--- src/rtl/mem_arbiter_if.sv ---
// Bus bundle between the two requesters, the arbiter and the Pmmu access path.
interface mem_arbiter_if #(
    parameter int unsigned DATA_WIDTH = 32
);
    logic [1:0]            req_i;
    logic [1:0]            wr_i;
    logic [DATA_WIDTH-1:0] core_addr_i;
    logic [DATA_WIDTH-1:0] ext_addr_i;
    logic [DATA_WIDTH-1:0] core_wd_i;
    logic [DATA_WIDTH-1:0] ext_wd_i;
    logic [2:0]            core_funct3_i;
    logic [2:0]            ext_funct3_i;
    logic [1:0]            gnt_o;
    logic [1:0]            done_o;
    logic [DATA_WIDTH-1:0] rdata_o;
    logic [DATA_WIDTH-1:0] mem_addr_o;
    logic [DATA_WIDTH-1:0] mem_wd_o;
    logic [2:0]            mem_funct3_o;
    logic                  mem_rd_o;
    logic                  mem_wr_o;
    logic [DATA_WIDTH-1:0] mem_rdata_i;
    logic                  mem_rdy_i;

    // Arbiter side
    modport slave (
        input  req_i, wr_i, core_addr_i, ext_addr_i, core_wd_i, ext_wd_i,
               core_funct3_i, ext_funct3_i, mem_rdata_i, mem_rdy_i,
        output gnt_o, done_o, rdata_o, mem_addr_o, mem_wd_o, mem_funct3_o,
               mem_rd_o, mem_wr_o
    );

    // Requester / memory-model side
    modport master (
        output req_i, wr_i, core_addr_i, ext_addr_i, core_wd_i, ext_wd_i,
               core_funct3_i, ext_funct3_i, mem_rdata_i, mem_rdy_i,
        input  gnt_o, done_o, rdata_o, mem_addr_o, mem_wd_o, mem_funct3_o,
               mem_rd_o, mem_wr_o
    );
endinterface

--- src/rtl/mem_arbiter.sv ---
// Two-port arbiter sharing the Pmmu path between core (port 0) and ext (port 1).
// ARB_ROUND_ROBIN_EN selects round-robin tie breaking; otherwise the core always wins.
module mem_arbiter #(
    parameter int unsigned DATA_WIDTH = 32
) (
    input  logic          clk_i,
    input  logic          reset_i,
    mem_arbiter_if.slave  bus
);
    typedef enum logic [1:0] {
        S_IDLE   = 2'd0,
        S_ACCESS = 2'd1,
        S_DONE   = 2'd2
    } state_t;

    state_t                r_state, w_state_nx;
    logic [1:0]            r_gnt, w_gnt_nx;
    logic [1:0]            r_done, w_done_nx;
    logic                  r_rd, w_rd_nx;
    logic                  r_wr, w_wr_nx;
    logic [DATA_WIDTH-1:0] r_addr, w_addr_nx;
    logic [DATA_WIDTH-1:0] r_wd, w_wd_nx;
    logic [2:0]            r_funct3, w_funct3_nx;
    logic [DATA_WIDTH-1:0] r_rdata, w_rdata_nx;
    logic [1:0]            w_win;
`ifdef ARB_ROUND_ROBIN_EN
    logic                  r_last_owner, w_last_owner_nx;  // 0 = core, 1 = ext
`endif

    // Winner selection among pending requests
    always_comb begin
        w_win = 2'b00;
`ifdef ARB_ROUND_ROBIN_EN
        if (bus.req_i == 2'b11)
            w_win = r_last_owner ? 2'b01 : 2'b10;
        else
            w_win = bus.req_i;
`else
        if (bus.req_i[0])
            w_win = 2'b01;
        else if (bus.req_i[1])
            w_win = 2'b10;
`endif
    end

    // Next-state and next-output logic
    always_comb begin
        w_state_nx  = r_state;
        w_gnt_nx    = r_gnt;
        w_done_nx   = 2'b00;
        w_rd_nx     = r_rd;
        w_wr_nx     = r_wr;
        w_addr_nx   = r_addr;
        w_wd_nx     = r_wd;
        w_funct3_nx = r_funct3;
        w_rdata_nx  = r_rdata;
`ifdef ARB_ROUND_ROBIN_EN
        w_last_owner_nx = r_last_owner;
`endif
        case (r_state)
            S_IDLE: begin
                if (|bus.req_i) begin
                    w_state_nx = S_ACCESS;
                    w_gnt_nx   = w_win;
                    if (w_win[1]) begin
                        w_addr_nx   = bus.ext_addr_i;
                        w_wd_nx     = bus.ext_wd_i;
                        w_funct3_nx = bus.ext_funct3_i;
                        w_wr_nx     = bus.wr_i[1];
                        w_rd_nx     = ~bus.wr_i[1];
                    end else begin
                        w_addr_nx   = bus.core_addr_i;
                        w_wd_nx     = bus.core_wd_i;
                        w_funct3_nx = bus.core_funct3_i;
                        w_wr_nx     = bus.wr_i[0];
                        w_rd_nx     = ~bus.wr_i[0];
                    end
`ifdef ARB_ROUND_ROBIN_EN
                    w_last_owner_nx = w_win[1];
`endif
                end
            end
            S_ACCESS: begin
                if (bus.mem_rdy_i) begin
                    w_state_nx = S_DONE;
                    w_rd_nx    = 1'b0;
                    w_wr_nx    = 1'b0;
                    w_done_nx  = r_gnt;
                    if (r_rd)
                        w_rdata_nx = bus.mem_rdata_i;
                end
            end
            S_DONE: begin
                w_state_nx = S_IDLE;
                w_gnt_nx   = 2'b00;
            end
            default: begin
                w_state_nx = S_IDLE;
                w_gnt_nx   = 2'b00;
                w_rd_nx    = 1'b0;
                w_wr_nx    = 1'b0;
            end
        endcase
    end

    // State and output registers
    always_ff @(posedge clk_i or posedge reset_i) begin
        if (reset_i) begin
            r_state  <= S_IDLE;
            r_gnt    <= 2'b00;
            r_done   <= 2'b00;
            r_rd     <= 1'b0;
            r_wr     <= 1'b0;
            r_addr   <= '0;
            r_wd     <= '0;
            r_funct3 <= 3'b000;
            r_rdata  <= '0;
`ifdef ARB_ROUND_ROBIN_EN
            r_last_owner <= 1'b1;
`endif
        end else begin
            r_state  <= w_state_nx;
            r_gnt    <= w_gnt_nx;
            r_done   <= w_done_nx;
            r_rd     <= w_rd_nx;
            r_wr     <= w_wr_nx;
            r_addr   <= w_addr_nx;
            r_wd     <= w_wd_nx;
            r_funct3 <= w_funct3_nx;
            r_rdata  <= w_rdata_nx;
`ifdef ARB_ROUND_ROBIN_EN
            r_last_owner <= w_last_owner_nx;
`endif
        end
    end

    assign bus.gnt_o        = r_gnt;
    assign bus.done_o       = r_done;
    assign bus.rdata_o      = r_rdata;
    assign bus.mem_addr_o   = r_addr;
    assign bus.mem_wd_o     = r_wd;
    assign bus.mem_funct3_o = r_funct3;
    assign bus.mem_rd_o     = r_rd;
    assign bus.mem_wr_o     = r_wr;
endmodule

--- src/flat_wrapper.sv ---
// flat-port wrapper written by rule: the top's interface ports become plain ports
module mem_arbiter_flat 
#(
    parameter int unsigned DATA_WIDTH = 32
)
  (clk_i, reset_i, bus_req_i, bus_wr_i, bus_core_addr_i, bus_ext_addr_i, bus_core_wd_i, bus_ext_wd_i, bus_core_funct3_i, bus_ext_funct3_i, bus_mem_rdata_i, bus_mem_rdy_i, bus_gnt_o, bus_done_o, bus_rdata_o, bus_mem_addr_o, bus_mem_wd_o, bus_mem_funct3_o, bus_mem_rd_o, bus_mem_wr_o);
  mem_arbiter_if #(.DATA_WIDTH(DATA_WIDTH)) bus_i ();
  input  logic clk_i;
  input  logic reset_i;
  input wire logic [$bits(bus_i.req_i)-1:0] bus_req_i;
  input wire logic [$bits(bus_i.wr_i)-1:0] bus_wr_i;
  input wire logic [$bits(bus_i.core_addr_i)-1:0] bus_core_addr_i;
  input wire logic [$bits(bus_i.ext_addr_i)-1:0] bus_ext_addr_i;
  input wire logic [$bits(bus_i.core_wd_i)-1:0] bus_core_wd_i;
  input wire logic [$bits(bus_i.ext_wd_i)-1:0] bus_ext_wd_i;
  input wire logic [$bits(bus_i.core_funct3_i)-1:0] bus_core_funct3_i;
  input wire logic [$bits(bus_i.ext_funct3_i)-1:0] bus_ext_funct3_i;
  input wire logic [$bits(bus_i.mem_rdata_i)-1:0] bus_mem_rdata_i;
  input wire logic [$bits(bus_i.mem_rdy_i)-1:0] bus_mem_rdy_i;
  output wire logic [$bits(bus_i.gnt_o)-1:0] bus_gnt_o;
  output wire logic [$bits(bus_i.done_o)-1:0] bus_done_o;
  output wire logic [$bits(bus_i.rdata_o)-1:0] bus_rdata_o;
  output wire logic [$bits(bus_i.mem_addr_o)-1:0] bus_mem_addr_o;
  output wire logic [$bits(bus_i.mem_wd_o)-1:0] bus_mem_wd_o;
  output wire logic [$bits(bus_i.mem_funct3_o)-1:0] bus_mem_funct3_o;
  output wire logic [$bits(bus_i.mem_rd_o)-1:0] bus_mem_rd_o;
  output wire logic [$bits(bus_i.mem_wr_o)-1:0] bus_mem_wr_o;
  assign bus_i.req_i = bus_req_i;
  assign bus_i.wr_i = bus_wr_i;
  assign bus_i.core_addr_i = bus_core_addr_i;
  assign bus_i.ext_addr_i = bus_ext_addr_i;
  assign bus_i.core_wd_i = bus_core_wd_i;
  assign bus_i.ext_wd_i = bus_ext_wd_i;
  assign bus_i.core_funct3_i = bus_core_funct3_i;
  assign bus_i.ext_funct3_i = bus_ext_funct3_i;
  assign bus_i.mem_rdata_i = bus_mem_rdata_i;
  assign bus_i.mem_rdy_i = bus_mem_rdy_i;
  assign bus_gnt_o = bus_i.gnt_o;
  assign bus_done_o = bus_i.done_o;
  assign bus_rdata_o = bus_i.rdata_o;
  assign bus_mem_addr_o = bus_i.mem_addr_o;
  assign bus_mem_wd_o = bus_i.mem_wd_o;
  assign bus_mem_funct3_o = bus_i.mem_funct3_o;
  assign bus_mem_rd_o = bus_i.mem_rd_o;
  assign bus_mem_wr_o = bus_i.mem_wr_o;
  mem_arbiter #(.DATA_WIDTH(DATA_WIDTH)) u_core (.clk_i(clk_i), .reset_i(reset_i), .bus(bus_i));
endmodule
--- config.mk ---
export PLATFORM = sky130hd
export DESIGN_NAME = mem_arbiter_flat
export DESIGN_NICKNAME = d
export VERILOG_FILES = /design/src/rtl/mem_arbiter_if.sv /design/src/rtl/mem_arbiter.sv /design/src/flat_wrapper.sv
export SDC_FILE = /design/constraint.sdc
export NUM_CORES = 1
export LEC_CHECK = 0
export CORE_UTILIZATION = 42
export DETAILED_ROUTE_END_ITERATION = 12
export PLACE_DENSITY = 0.9
export REMOVE_ABC_BUFFERS = 1
export SLEW_MARGIN = 10
export SYNTH_ARGS = -nofsm -noshare
export SYNTH_HDL_FRONTEND = slang
export SYNTH_SLANG_ARGS = --single-unit
--- constraint.sdc ---
create_clock -name clk_i -period 10.1 [get_ports clk_i]
set_input_delay 2.02 -clock clk_i [delete_from_list [all_inputs] [get_ports clk_i]]
set_output_delay 2.02 -clock clk_i [all_outputs]
set_load 0.02 [all_outputs]
==> flow_summary_export.csv, run 1 <==
group,metric,value,unit
status,status,"finished, final reports clean",
clocking,cts_buffer_depth,2,
sta,relSlewSlack,0.305,
worst_setup_path,start_kind,"input port",
grt,grt_busiest_layer,"met2",
sta,finClkSkew,12.0,ps
routing,drc,0,
final_layout,regArea,2680,sq um
worst_setup_path,r2r-start,"u_core.r_state[0]$_DFFE_PP0P_",
grt,gr-usage-met3,0.0705,
floorplan,core_area,11500,sq um
run,cap_violations,0,
sta,min_period,4020,ps
sta,worst_slack,6080,ps
sta,setup_viol,0,
grt,use_met1,0.243,
routing,via_per_inst,4.95,
clocking,numClockSinks,107,
grt,met2_usage,0.410,
synthesis,yosysWarnings,0,
worst_setup_path,cp-startpoint,"bus_req_i[1]",
routing,wl_per_cell,18.4,um
clocking,cts_made_buffers,9,
floorplan,top_level_ports,278,
pwr,leakagePower,0.00335,uW
floorplan,fp.dieH,111,um
grt,grt_pass1_vias,4191,
final_layout,mostFrequentLayoutCells,"clkdlybuf4s50_1 (277), mux2_2 (129), dfrtp_1 (107), mux2_4 (38), clkbuf_16 (9)",
final_layout,final_common_cell,"clkdlybuf4s50_1",
clocking,root_buffer,"clkbuf_16",
sta,hold_viol,0,
sta,max_freq,0.249,GHz
grt,track_usage,0.226,
grt,grt_overflow,0,
floorplan,die_area,12300,sq um
sta,final.setup.tns,0,ps
synthesis,synth_top_area_frac,0.539,
clocking,clock_latency,330,ps
floorplan,rows,39,
clocking,cts.reportedPaths.clkPinSlew,60,ps
clocking,cts_tree,"yes",
synthesis,synth-seq-area-share,0.539,
worst_setup_path,crit_top_cell,"mux2_2",
final_layout,nets,760,
final_layout,antenna_cells,0,
clocking,cts_hold_buf,0,
synthesis,synth_top_area_cell,"dfrtp_1",
place,hpwl,10.2,mm
place,place.gp.congestion,0.775,
final_layout,drive_above_1_share,0.319,
place,numPortBuffers,277,
worst_setup_path,cp_data_required_time,10310,ps
clocking,cts_setup_buffers,0,
clocking,cts.htree.levels,3,
pwr,vdd.ir_drop.worst,0.192,mV
sta,slew_viol_final,0,
sta,rsz0062_at_grt,"no",
grt,grt_max_degree,71,
grt,antenna_found_initial,0,
clocking,post_cts_resized,0,
worst_setup_path,reg2reg_to,"u_core.bus.mem_wd_o[23]$_DFFE_PP0P_",
synthesis,yosys-top-cells-area,"dfrtp_1 (54%), mux2_2 (29%), mux2_4 (11%), buf_2 (1.4%), buf_12 (0.81%)",
sta,period_share,0.398,
worst_setup_path,worstRegToRegCells,3,
final_layout,multiInputGateArea,2160,sq um
synthesis,ys_types,20,
routing,firstDrtPassIters,4,
place,post-place-ws,5760,ps
floorplan,initial_core_util,0.433,
worst_setup_path,crit_path_cell_trace,"clkdlybuf4s50_1 > nor2b_4 > buf_4 > mux2_2 > mux2_2",
worst_setup_path,crit_path_end_kind,"flip-flop",
synthesis,synth_area_per_cell,15.9,sq um
routing,wl,13.5,mm
grt,grt_pass1_wl,21.9,mm
synthesis,syn_area,4960,sq um
final_layout,fill_cells,811,
worst_setup_path,r2r_setup_slack,8050,ps
final_layout,fin_util,0.706,
worst_setup_path,crit_path_max_fanout,68,
routing,ant_nets,0,
synthesis,synth-seq-cells,107,
hold_path,hold_path_class,"flip-flop to flip-flop",
routing,drtIter0Drc,103,
sta,tightest_slew,1040,ps
worst_setup_path,cpPeakStageDelay,750,ps
synthesis,synth_cells,313,
worst_setup_path,cp_slowest_cell,"buf_4",
routing,vias,3636,
worst_setup_path,cp.arrival,4220,ps
pwr,power_density,285,nW/um^2
worst_setup_path,critPathCapture,"u_core.bus.mem_wd_o[23]$_DFFE_PP0P_",
worst_setup_path,critical_path_class,"input port to flip-flop",
floorplan,fp.dieW,111,um
final_layout,area_delta_synth_final,63.2,%
==> routing by layer <==
metal / vias up / wire [um] / share of wire
met2: 171 / 7130 / 0.53
met5: - / 0 / 0
met3: 32 / 1030 / 0.077
li1: 1657 / - / -
met1: 1776 / 4850 / 0.36
met4: 0 / 472 / 0.035
==> synthesized netlist by cell type <==
| cell | count |
|---|---|
| nor2_1 | 2 |
| a21oi_1 | 1 |
| nand2b_1 | 1 |
| mux2_2 | 129 |
| dfrtp_1 | 107 |
| nand2_1 | 2 |
| inv_1 | 2 |
| and2_1 | 3 |
| o21ai_0 | 1 |
| buf_6 | 2 |
| a211oi_1 | 1 |
| buf_2 | 14 |
| buf_12 | 2 |
| nor2b_1 | 2 |
| mux2_4 | 38 |
| and3b_1 | 1 |
| or2_2 | 1 |
| mux2i_1 | 2 |
| nor3_2 | 1 |
| nor3b_1 | 1 |
==> sequential cells by signal (all words and copies together) (netlist names) <==
register / flops
u_core.bus.mem_wr_o: 1
u_core.bus.mem_rd_o: 1
u_core.bus.mem_wd_o: 32
u_core.bus.mem_funct3_o: 3
u_core.r_state: 2
u_core.bus.done_o: 2
u_core.bus.rdata_o: 32
u_core.bus.mem_addr_o: 32
u_core.bus.gnt_o: 2
==> worst min path at each step <==
stage                                                     from  depth (start not counted)                                    to  slack (ps)
after global routing        u_core.bus.rdata_o[29]$_DFFE_PP0P_                          1    u_core.bus.rdata_o[29]$_DFFE_PP0P_         520
final                      u_core.bus.mem_wd_o[25]$_DFFE_PP0P_                          1   u_core.bus.mem_wd_o[25]$_DFFE_PP0P_         510
after CTS                    u_core.bus.rdata_o[4]$_DFFE_PP0P_                          1     u_core.bus.rdata_o[4]$_DFFE_PP0P_         510
after detailed placement  u_core.bus.mem_addr_o[7]$_DFFE_PP0P_                          1  u_core.bus.mem_addr_o[7]$_DFFE_PP0P_         490
after floorplan                  u_core.r_state[1]$_DFFE_PP0P_                          1       u_core.bus.gnt_o[0]$_DFFE_PP0P_         490
after global placement      u_core.bus.rdata_o[26]$_DFFE_PP0P_                          1    u_core.bus.rdata_o[26]$_DFFE_PP0P_         490
==> where the power goes <==
part           internal [uW]  total (uW)  switching (uW)
combinational            682        1220             540
clock                    169         323             154
sequential               645         765             121
==> stage by stage <==
step	instances	hold WS, ps	power [uW]	area [sq um]
finish	735	506	2310	8100
global route	735	519	2420	8100
CTS	735	509	2330	8100
detailed placement	719	492	2000	7830
global placement	719	488	1960	7830
floorplan	295	490	1410	4830
==> worst max-delay path, delay by kind of cell <==
family        cells  cell delay, ps
buf+inv           2            1270
mux               2             700
simple gates      1             150
==> kinds of logic after synthesis <==
family | after synthesis | synth area share
multiplexers | 169 | 0.412
AO/OA/AOI/OAI | 3 | 0.00353
buffers and inverters | 20 | 0.0282
AND/OR/NAND/NOR | 14 | 0.0171
flip-flops | 107 | 0.539
==> layout make-up <==
| class | instances | area share |
|---|---|---|
| Inverter | 2 | 0.00124 |
| Multi-Input combinational cell | 186 | 0.267 |
| Sequential cell | 107 | 0.331 |
| Clock buffer | 11 | 0.0287 |
| Tap cell | 143 | 0.0221 |
| Timing Repair Buffer | 281 | 0.346 |
| Clock inverter | 5 | 0.00463 |
(Power assumes the default switching activity.)
==> inputs of run 2 (changes only) <==
CORE_UTILIZATION = 35   (was 42)
PLACE_DENSITY = 0.8   (was 0.9)
clock period = 3.57 ns   (was 10.1 ns; I/O delays follow)
==> run 2 against run 1 <==
Wire length decreased by 4.5%; critical path depth is the same; hold slack worse by 0.70 ps; design area up 1.2%; cell count grew 5.3%; clock skew down 2.9 ps; count of clock-buffer cells in the layout is 2 lower; combinational power increased to 2.8 times the previous value; largest cell class unchanged.
==> flow_summary_export.csv, run 2 (synthesized netlist as in run 1, its figures left out) <==
group,metric,value,unit
worst_setup_path,crit_top_cell,"mux2_2",
final_layout,regArea,2680,sq um
floorplan,die_area,14700,sq um
clocking,cts_setup_buffers,0,
routing,wl,12.9,mm
grt,grt_overflow,0,
clocking,cts_buffer_depth,2,
worst_setup_path,path_depth,5,
clocking,cts.reportedPaths.clkPinSlew,70,ps
pwr,p_switching,2300,uW
pwr,seqPwrFrac,0.328,
routing,ant_nets,0,
final_layout,antenna_cells,0,
final_layout,drive_above_1_share,0.325,
routing,firstDrtPassIters,4,
worst_setup_path,cp_data_required_time,3800,ps
clocking,cts.htree.levels,3,
worst_setup_path,critical_path_class,"input port to flip-flop",
sta,hold_viol,0,
worst_setup_path,worstRegToRegCells,4,
final_layout,final_area,8200,sq um
grt,grt_pass1_wl,20.0,mm
pwr,p_int,4240,uW
final_layout,final_common_cell,"clkdlybuf4s50_1",
clocking,root_buffer,"clkbuf_16",
final_layout,mostFrequentLayoutCells,"clkdlybuf4s50_1 (277), mux2_2 (129), dfrtp_1 (107), mux2_4 (38), clkbuf_16 (9)",
floorplan,top_level_ports,278,
routing,via_per_inst,4.69,
worst_setup_path,crit_path_cell_trace,"clkdlybuf4s50_1 > nor2b_4 > buf_4 > mux2_2 > mux2_2",
clocking,cts_made_buffers,9,
sta,relSlewSlack,0.490,
run,cap_violations,0,
worst_setup_path,cp_slowest_cell,"buf_4",
clocking,post_cts_resized,0,
routing,drtIter0Drc,92,
grt,track_usage,0.177,
final_layout,fill_cells,1103,
sta,setup_viol,0,
place,numPortBuffers,277,
worst_setup_path,start_kind,"input port",
place,placed_area,7920,sq um
sta,rsz0062_at_grt,"no",
place,hpwl,9.65,mm
pwr,power_density,798,nW/um^2
pwr,vdd.ir_drop.worst,0.389,mV
pwr,switching_share,0.352,
worst_setup_path,cp.arrival,2660,ps
sta,period_share,0.681,
worst_setup_path,cp_num_buf_inv,2,
worst_setup_path,crit_path_max_fanout,44,
pwr,p_comb_frac,0.526,
clocking,cts_hold_buf,0,
sta,max_freq,0.411,GHz
hold_path,hold_path_class,"flip-flop to flip-flop",
clocking,numClockSinks,107,
sta,min_period,2430,ps
floorplan,fp.dieH,121,um
pwr,leakagePower,0.00338,uW
sta,slew_viol_final,0,
worst_setup_path,cpPeakStageDelay,540,ps
routing,vias,3627,
floorplan,rows,43,
final_layout,area_delta_synth_final,65.2,%
status,status,"finished, final reports clean",
floorplan,initial_core_util,0.358,
floorplan,core_area,13900,sq um
hold_path,hold_depth,1,
clocking,cts_tree,"yes",
floorplan,fp.dieW,121,um
routing,wl_per_cell,16.6,um
routing,drc,0,
place,place.gp.congestion,0.729,
worst_setup_path,cp_top_family,"buffers and inverters",
sta,finClkSkew,9.09,ps
grt,grt_pass1_vias,3940,
clocking,clock_latency,350,ps
sta,tightest_slew,765,ps
worst_setup_path,crit_path_end_kind,"flip-flop",
final_layout,multiInputGateArea,2160,sq um
final_layout,fin_util,0.591,
grt,grt_max_degree,58,
pwr,power_frac_clock,0.146,
grt,antenna_found_initial,0,
final_layout,nets,762,
-- run 2: cell types whose count changed in the layout (fill, tap and decap cells not counted) --
cell / previous run / this run
clkbuf_1: 2 / 0
inv_6: 2 / 3
inv_8: 0 / 1
buf_12: 0 / 2
-- run 2: path summary, 6_finish.rpt --
kind | startpoint | to | slack, ps
max | bus_req_i[1] | u_core.bus.mem_wd_o[16]$_DFFE_PP0P_ | 1140
min | u_core.bus.rdata_o[2]$_DFFE_PP0P_ | u_core.bus.rdata_o[2]$_DFFE_PP0P_ | 510
max reg2reg | u_core.r_state[1]$_DFFE_PP0P_ | u_core.bus.rdata_o[27]$_DFFE_PP0P_ | 1630
min reg2reg | u_core.bus.rdata_o[2]$_DFFE_PP0P_ | u_core.bus.rdata_o[2]$_DFFE_PP0P_ | 510
max in group asynchronous | reset_i | u_core.bus.mem_addr_o[3]$_DFFE_PP0P_ | 1990
min in group asynchronous | reset_i | u_core.bus.mem_addr_o[31]$_DFFE_PP0P_ | 800
-- run 2: worst reg2reg max path, delay by kind of cell (launching register included) --
family | cells | cell delay, ps
buf+inv | 1 | 250
mux | 1 | 360
flops | 1 | 470
simple gates | 2 | 750
-- run 2: stage by stage --
step / setup TNS [ps] / setup slack, ps / total power [uW] / hold WS [ps] / instances
finish: 0 / 1140 / 6550 / 506 / 774
global route: 0 / 1090 / 6900 / 524 / 774
CTS: 0 / 1170 / 6640 / 509 / 774
detailed placement: 0 / 801 / 5640 / 492 / 758
global placement: 0 / 840 / 5550 / 488 / 758
floorplan: -105650 / -1560 / 3990 / 490 / 295
-- run 2: layout make-up --
cell class | instances | area share
repair buffers | 283 | 0.347
inverters | 2 | 0.00122
clock inverters | 7 | 0.00702
flip-flops and latches | 107 | 0.327
clock buffers | 9 | 0.0275
multi-input cells | 186 | 0.263
well taps | 180 | 0.0275
-- run 2: power by group through the flow --
stage               clock [uW]  combinational, uW  sequential (uW)
global route              1040               3630             2230
floorplan                    0               1100             2880
CTS                        993               3490             2160
finish                     953               3440             2150
global placement             0               3410             2140
detailed placement           0               3460             2180
-- run 2: layer usage --
metal	share of wire	up-vias	GRT usage
met5	0	-	0
li1	-	1672	-
met4	0.021	0	0.0710
met2	0.50	169	0.307
met3	0.088	19	0.0508
met1	0.39	1767	0.204
==> inputs of run 3 (changes only) <==
clock period = 2 ns   (was 3.57 ns; I/O delays follow)
==> run 3 against run 2 <==
Via count rose by 0.55%; non-clock buffer count rose by 4; die area stayed put; sequential share of layout area shrank 0.52 points; count of clock-buffer cells in the layout unchanged; highest routed layer unchanged; global-route usage up 0.56 points; cell count is 0.52% higher; critical endpoint is now u_core.bus.mem_addr_o[30]$_DFFE_PP0P_; first-iteration DRC count decreased by 24%.
==> flow_summary_export.csv, run 3 (synthesized netlist as in run 1, its figures left out) <==
group,metric,value,unit
grt,grt_overflow,0,
place,placed_area,8010,sq um
worst_setup_path,critical_path_class,"input port to flip-flop",
final_layout,nets,766,
final_layout,fin_util,0.600,
grt,antenna_found_initial,0,
grt,track_usage,0.183,
sta,rsz0062_at_grt,"no",
worst_setup_path,cp.arrival,2070,ps
place,hpwl,10.2,mm
final_layout,mostFrequentLayoutCells,"clkdlybuf4s50_1 (277), mux2_2 (129), dfrtp_1 (107), mux2_4 (38), clkbuf_16 (9)",
routing,via_per_inst,4.69,
pwr,power_density,1440,nW/um^2
clocking,cts.reportedPaths.clkPinSlew,70,ps
clocking,clock_latency,340,ps
final_layout,final_common_cell,"clkdlybuf4s50_1",
final_layout,area_delta_synth_final,67.8,%
routing,vias,3647,
sta,slew_viol_final,0,
status,status,"finished, final reports clean",
place,numPortBuffers,277,
sta,tightest_slew,314,ps
sta,setup_viol,0,
floorplan,fp.dieH,121,um
final_layout,final_area,8330,sq um
routing,drtIter0Drc,70,
worst_setup_path,cp_data_required_time,2230,ps
worst_setup_path,crit_path_max_fanout,38,
sta,period_share,0.924,
place,place.gp.congestion,0.770,
sta,finClkSkew,7.86,ps
routing,firstDrtPassIters,4,
final_layout,antenna_cells,0,
hold_path,hold_path_class,"input port to async pin",
clocking,post_cts_resized,0,
clocking,cts_buffer_depth,2,
sta,worst_slack,152,ps
sta,relSlewSlack,0.791,
worst_setup_path,r2r_setup_slack,430,ps
clocking,cts_made_buffers,9,
sta,max_freq,0.541,GHz
clocking,root_buffer,"clkbuf_16",
floorplan,core_area,13900,sq um
grt,grt_pass1_vias,4070,
routing,wl_per_cell,17.2,um
grt,grt_pass1_wl,20.4,mm
floorplan,die_area,14700,sq um
sta,whs,372,ps
clocking,cts_tree,"yes",
pwr,leakagePower,0.00345,uW
worst_setup_path,crit_path_end_kind,"flip-flop",
routing,drc,0,
clocking,numClockSinks,107,
pwr,vdd.ir_drop.worst,0.900,mV
run,cap_violations,0,
final_layout,drive_above_1_share,0.329,
floorplan,initial_core_util,0.358,
clocking,cts_setup_buffers,0,
worst_setup_path,start_kind,"input port",
routing,wl,13.4,mm
grt,grt_max_degree,48,
floorplan,fp.dieW,121,um
sta,min_period,1850,ps
routing,ant_nets,0,
sta,hold_viol,0,
floorplan,rows,43,
floorplan,top_level_ports,278,
clocking,cts.htree.levels,3,
place,post-place-ws,-194,ps
clocking,cts_hold_buf,0,
==> run 3: changes by cell type in the layout (fill, tap and decap cells not counted), sizes merged <==
| cell | change |
|---|---|
| inv | -1 |
| clkinvlp | -2 |
| bufinv | +2 |
| buf | +4 |
| clkinv | +1 |
==> run 3: per-layer routing <==
metal,vias up,GRT usage,routed length (um)
li1,1675,-,-
met1,1795,0.191,5060
met2,166,0.337,6930
met3,11,0.0728,1260
met4,0,0.0455,166
met5,-,0,0
==> run 3: power by group <==
part	internal, uW	switching (uW)	leakage [uW]
Clock	1110	814	0.000161
Sequential	3260	589	0.00127
Combinational	3490	2710	0.00202
==> run 3: worst paths after layout <==
kind,from,to,cells after the start
max,bus_req_i[1],u_core.bus.mem_addr_o[30]$_DFFE_PP0P_,5
min,reset_i,u_core.bus.mem_addr_o[22]$_DFFE_PP0P_,2
max reg2reg,u_core.r_state[0]$_DFFE_PP0P_,u_core.bus.mem_wd_o[23]$_DFFE_PP0P_,3
min reg2reg,u_core.bus.mem_addr_o[27]$_DFFE_PP0P_,u_core.bus.mem_addr_o[27]$_DFFE_PP0P_,1
max in group asynchronous,reset_i,u_core.bus.mem_addr_o[18]$_DFFE_PP0P_,3
min in group clk_i,u_core.bus.mem_addr_o[27]$_DFFE_PP0P_,u_core.bus.mem_addr_o[27]$_DFFE_PP0P_,1
==> run 3: through the flow <==
stage               std cells  setup TNS, ps  power, uW
floorplan                 295        -323860       7090
global placement          762          -5890       9950
detailed placement        762          -9630      10100
CTS                       778              0      12100
global route              778              0      12600
finish                    778              0      12000
==> run 3: cell type report <==
type | count | area [sq um]
clock buffer | 9 | 225
timing repair buffer | 287 | 2940
inverter | 2 | 10.0
fill | 1079 | 5550
sequential | 107 | 2680
clock inverter | 7 | 96.3
tap | 180 | 225
multi-input combinational | 186 | 2160
==> run 3: critical path, stage by stage <==
cell	delay [ps]
clkdlybuf4s50_1	500
nor2b_4	240
buf_12	270
mux2_2	370
mux2_2	260
